===== src/rtl/serial_frame_tx.sv =====
// Parallel-load serial frame transmitter: start bit, WIDTH data bits LSB first,
// optional even parity, stop bit. One bit per falling edge of C.
module serial_frame_tx #(
    parameter int unsigned WIDTH     = 8,
    parameter int unsigned PARITY_EN = 0
) (
    input  logic             C,
    input  logic             RE,
    input  logic [WIDTH-1:0] D,
    input  logic             LD,
    output logic             TX,
    output logic             BUSY,
    output logic             DONE
);

    localparam int unsigned   CW      = $clog2(WIDTH + 1);
    localparam logic [CW-1:0] LastCnt = CW'(WIDTH - 1);

    typedef enum logic [2:0] {
        StIdle,
        StStart,
        StData,
        StParity,
        StStop
    } state_e;

    state_e           state_q, state_d;
    logic [WIDTH-1:0] shift_q, shift_d;
    logic [CW-1:0]    cnt_q, cnt_d;
    logic             par_q, par_d;
    logic             tx_q, tx_d;
    logic             busy_q, busy_d;
    logic             done_q, done_d;
    logic             load;

    // A load is accepted when idle or on the edge that leaves the stop bit.
    assign load = LD && (state_q == StIdle || state_q == StStop);

    always_comb begin
        state_d = state_q;
        shift_d = shift_q;
        cnt_d   = cnt_q;
        par_d   = par_q;
        tx_d    = tx_q;
        busy_d  = busy_q;
        done_d  = 1'b0;

        unique case (state_q)
            StIdle: begin
                tx_d   = 1'b1;
                busy_d = 1'b0;
            end
            StStart: begin
                state_d = StData;
                tx_d    = shift_q[0];
            end
            StData: begin
                cnt_d = cnt_q + CW'(1);
                if (cnt_q == LastCnt) begin
                    if (PARITY_EN != 0) begin
                        state_d = StParity;
                        tx_d    = par_q;
                    end else begin
                        state_d = StStop;
                        tx_d    = 1'b1;
                    end
                end else begin
                    shift_d = shift_q >> 1;
                    tx_d    = shift_q[1];
                end
            end
            StParity: begin
                state_d = StStop;
                tx_d    = 1'b1;
            end
            StStop: begin
                done_d  = 1'b1;
                state_d = StIdle;
                tx_d    = 1'b1;
                busy_d  = 1'b0;
            end
            default: begin
                state_d = StIdle;
                tx_d    = 1'b1;
                busy_d  = 1'b0;
            end
        endcase

        if (load) begin
            state_d = StStart;
            shift_d = D;
            cnt_d   = '0;
            par_d   = ^D;
            tx_d    = 1'b0;
            busy_d  = 1'b1;
        end
    end

    always_ff @(negedge C) begin
        if (RE) begin
            state_q <= StIdle;
            shift_q <= '0;
            cnt_q   <= '0;
            par_q   <= 1'b0;
            tx_q    <= 1'b1;
            busy_q  <= 1'b0;
            done_q  <= 1'b0;
        end else begin
            state_q <= state_d;
            shift_q <= shift_d;
            cnt_q   <= cnt_d;
            par_q   <= par_d;
            tx_q    <= tx_d;
            busy_q  <= busy_d;
            done_q  <= done_d;
        end
    end

    assign TX   = tx_q;
    assign BUSY = busy_q;
    assign DONE = done_q;

endmodule


===== config.mk =====
export PLATFORM = sky130hd
export DESIGN_NAME = serial_frame_tx
export DESIGN_NICKNAME = d
export VERILOG_FILES = /design/src/rtl/serial_frame_tx.sv
export SDC_FILE = /design/constraint.sdc
export NUM_CORES = 1
export LEC_CHECK = 0
export ABC_AREA = 1
export CAP_MARGIN = 40
export CORE_MARGIN = 5
export CORE_UTILIZATION = 35
export CTS_BUF_LIST = sky130_fd_sc_hd__clkbuf_16
export DETAILED_ROUTE_END_ITERATION = 8
export SKIP_LAST_GASP = 1
export SLEW_MARGIN = 20
export SYNTH_ARGS = -nofsm -noshare
export SYNTH_HDL_FRONTEND = slang
export SYNTH_SLANG_ARGS = --single-unit

===== constraint.sdc =====
create_clock -name C -period 3.7 [get_ports C]
set_input_delay 0.74 -clock C [delete_from_list [all_inputs] [get_ports C]]
set_output_delay 0.74 -clock C [all_outputs]
set_load 0.02 [all_outputs]

[After elaboration in Yosys (flattened, before gate mapping)]
Index checks and enable logic that the tools add are counted.
Word-level totals
  word-level logic and storage cells: 40
  input port bits: 11
  bits in registers: 18
  output and inout bits: 3
Cells by class
  equality and inequality tests: 10
  add/subtract/negate cells: 1
  mux-type cells: 12
  bitwise operators: 1
  reduce and logical (&&, ||, !) cells: 9
Operator list (number)
  $mux W8: 3
  $pmux W3 S4: 1
  $eq A3 B2 Y1 const B: 2
  $mux W1: 6
  $ne A2 B2 Y1 const B: 3
  $reduce_and A2 Y1: 3
  $add A4 B1 Y4 const B: 1
  $eq A4 B3 Y1 const B: 1
  $eq A3 B1 Y1 const B: 1
  $eq A3 B3 Y1 const B: 1
  $logic_not A3 Y1: 1
  $mux W3: 1
  $ne A3 B3 Y1 const B: 1
  $reduce_or A3 Y1: 1
  $ne A2 B1 Y1 const B: 1
  $pmux W1 S2: 1
  $reduce_bool A2 Y1: 1
  $reduce_or A2 Y1: 1
  $logic_and A1 B1 Y1: 1
  $logic_or A1 B1 Y1: 1
  $not A1 Y1: 1

[Logic depth before layout (Yosys ltp)]
  word-level depth: 5
  mapped depth: 7
  gate-level depth less buffers: 7

==> flow_metrics.tcl <==
set metrics [dict create \
    drt_wl_total_mm 1.82 \
    syn-cell-area_um2 948 \
    grt_pass1_wl_mm 3.06 \
    startpoint_type "flip-flop" \
    numCtsBuffers 3 \
    reg2reg_slack_ps 2350 \
    first_iter_violations 31 \
    seqCellArea_um2 360 \
    core_um2 2540 \
    pre_cts_slack_ps -102 \
    path_class "flip-flop to output port" \
    power_density_nw_per_um2 470 \
    final_core_util_pct 48.6 \
    multi_input_area_um2 514 \
    dr.pass1.iters 5 \
    slowest_delay_ps 330 \
    synth_top_area_cell "dfxtp_1" \
    cp_num_cells 1 \
    crit_arrival_ps 2830 \
    grt_pass1_vias 818 \
    place_hpwl_mm 1.31 \
    rsz0062_at_grt "false" \
    final_net_count 156 \
    postRouteAntennaNets 0 \
    synth_top_area_share_pct 38.0 \
    power_mw 0.581 \
    holdBufCountCts 0 \
    maxCapViolations 0 \
    r2r_end "shift_q[3]$_SDFFE_NP0P_" \
    syn-mean-instance-area_um2 8.54 \
    grt_use_total_pct 10.8 \
    start_util_pct 37.3 \
    drive_gt1_share_pct 20.3 \
    cts.sinks 18 \
    critical_path.top_delay_family "buffers and inverters" \
    antenna_found_initial 0 \
    ff2ff_path_depth 6 \
    worst_slack_ps 127 \
    drc 0 \
    hold_viol_final 0 \
    synth_nets 123 \
    setup_tns_ps 0 \
    final.setup_skew_ps 15.4 \
    worstPathMaxFanout 2 \
    yosysSeqAreaShare_pct 38.0 \
    cp_slowest_cell "dlygate4sd2_1" \
    worstPathCellList "dlygate4sd2_1" \
    portBuffers 13 \
    area_delta_synth_final_pct 30.3 \
    required_ps 2960 \
    globalplace.congestion 0.735 \
    ys_ff_latch 18 \
    slew_violations 0 \
    r2r_start "cnt_q[0]$_SDFFE_NP0P_" \
    wire_per_inst_um 10.5 \
    cts_root_buffer "clkbuf_16" \
    vdd_drop_max_uv 296 \
    startpoint "BUSY$_SDFFE_NP0P_" \
    cts_max_level 1 \
    p_leak_nw 0.536 \
    setup-violations-final 0 \
    clk_pin_slew_ps 40 \
    tightest_slew_ps 277 \
    synth_top_cells_by_area "dfxtp_1 (38%), nand2_1 (12%), nand3_2 (7.4%), nand3_1 (6.3%), a21oi_2 (5.5%)" \
    end_kind "output port" \
    row_count 18 \
    vias_per_cell 4.76 \
    worstHoldPathCells 2 \
    fin_area_um2 1240 \
    cts_tree "done" \
    synth.distinct_cells 24 \
    n_antenna_cell 0 \
    vias 823 \
    synth_cells 111 \
    status "finished clean" \
    die_w_um 62.1 \
    ys_warn_count 0 \
    relSlewSlack_pct 81.5 \
    ctsLongestPathBuffers 2 \
    nFillCells 267 \
    crit_buf_inv 1 \
    grt_max_degree 20 \
    dieHeight_um 62.1 \
    dieArea_um2 3850 \
    clkLatencyLatePin_ps 340 \
    dpl-instance-area_um2 1100 \
    min_path_type "flip-flop to flip-flop" \
    io_pins 14 \
    overflow 0 \
    crit_end "BUSY" \
]
[kinds of logic (layout without fill, tap and decap cells)]
| family | after synthesis | after routing | synth area share (%) |
|---|---|---|---|
| simple gates | 65 | 65 | 41.2 |
| flops | 18 | 18 | 38.0 |
| compound gates | 16 | 16 | 11.7 |
| buf+inv | 11 | 43 | 7.78 |
| fa+ha+maj | 1 | 1 | 1.32 |
[worst min path at each step]
stage                                  from                 endpoint  slack (ps)
floorplan           shift_q[7]$_SDFFE_NP0P_  shift_q[7]$_SDFFE_NP0P_         450
global placement    shift_q[7]$_SDFFE_NP0P_  shift_q[7]$_SDFFE_NP0P_         460
detailed placement  shift_q[7]$_SDFFE_NP0P_  shift_q[7]$_SDFFE_NP0P_         460
CTS                 shift_q[0]$_SDFFE_NP0P_  shift_q[0]$_SDFFE_NP0P_         470
global route        shift_q[0]$_SDFFE_NP0P_  shift_q[0]$_SDFFE_NP0P_         490
finish              shift_q[0]$_SDFFE_NP0P_  shift_q[0]$_SDFFE_NP0P_         470
[flip-flops by register name, summed over array words and instances, names as in the netlist]
register and count:
BUSY 1, TX 1, state_q 3, shift_q 8, cnt_q 4, DONE 1
[cell type report]
| class | instances | area share [%] |
|---|---|---|
| timing repair buffer | 15 | 12.4 |
| clock buffer | 3 | 6.07 |
| multi-input combinational | 82 | 41.6 |
| clock inverter | 19 | 5.87 |
| inverter | 6 | 1.82 |
| sequential | 18 | 29.1 |
| tap | 30 | 3.04 |
[report_power, final]
group	total [mW]	switching [mW]	internal (mW)	leakage (nW)
Clock	0.295	0.124	0.170	0.133
Combinational	0.0743	0.0422	0.0322	0.256
Sequential	0.211	0.00679	0.205	0.147
[per-stage QoR]
step / hold WS (ps) / cells
2_1_floorplan: 446 / 111
3_3_place_gp: 456 / 152
3_5_place_dp: 462 / 152
4_1_cts: 473 / 173
5_1_grt: 487 / 173
6_report: 471 / 173
[repair_timing]
action,4_1_cts,5_1_grt
endpoints found under the setup margin,3,0
gates resized for setup,3,0
buffers inserted,0,0
[routing by layer]
layer | vias up | wire [µm] | GRT usage (%)
met5 | - | 0 | 0
met4 | 0 | 19 | 7.58
met3 | 4 | 62 | 5.17
met2 | 13 | 958 | 17.3
met1 | 374 | 782 | 11.0
li1 | 432 | - | -
[placed cells by master, fill, tap and decap left out, types with 2 or more instances in the layout]
master | netlist | routed
nand3_2 | 7 | 7
nand3_1 | 12 | 12
dlygate4sd2_1 | 0 | 3
a21oi_2 | 6 | 6
clkbuf_16 | 0 | 3
nand2_2 | 2 | 2
inv_1 | 7 | 24
nand2_4 | 3 | 3
nor3_1 | 2 | 2
a21oi_1 | 7 | 7
nor2_4 | 2 | 2
dfxtp_1 | 18 | 18
clkdlybuf4s50_1 | 0 | 10
nand2_1 | 31 | 31
[cell usage after synthesis]
library cell / n
nor2_1: 1
dfxtp_1: 18
nand2_2: 2
nand3_2: 7
buf_6: 2
nand2_4: 3
nor3b_1: 1
inv_1: 7
nand3b_1: 1
o211ai_1: 1
a21oi_1: 7
nand2_8: 1
buf_2: 1
nor3_1: 2
nand3_1: 12
a21oi_2: 6
nand2_1: 31
nand4_1: 1
buf_12: 1
o21a_1: 1
ha_1: 1
nor2_8: 1
o21ai_2: 1
nor2_4: 2
[worst min-delay path: stages (launching register included)]
cell,delay [ps]
dfxtp_1,310
nand3_2,60
a21oi_1,50
No activity file was read; power rests on OpenSTA's default activity.
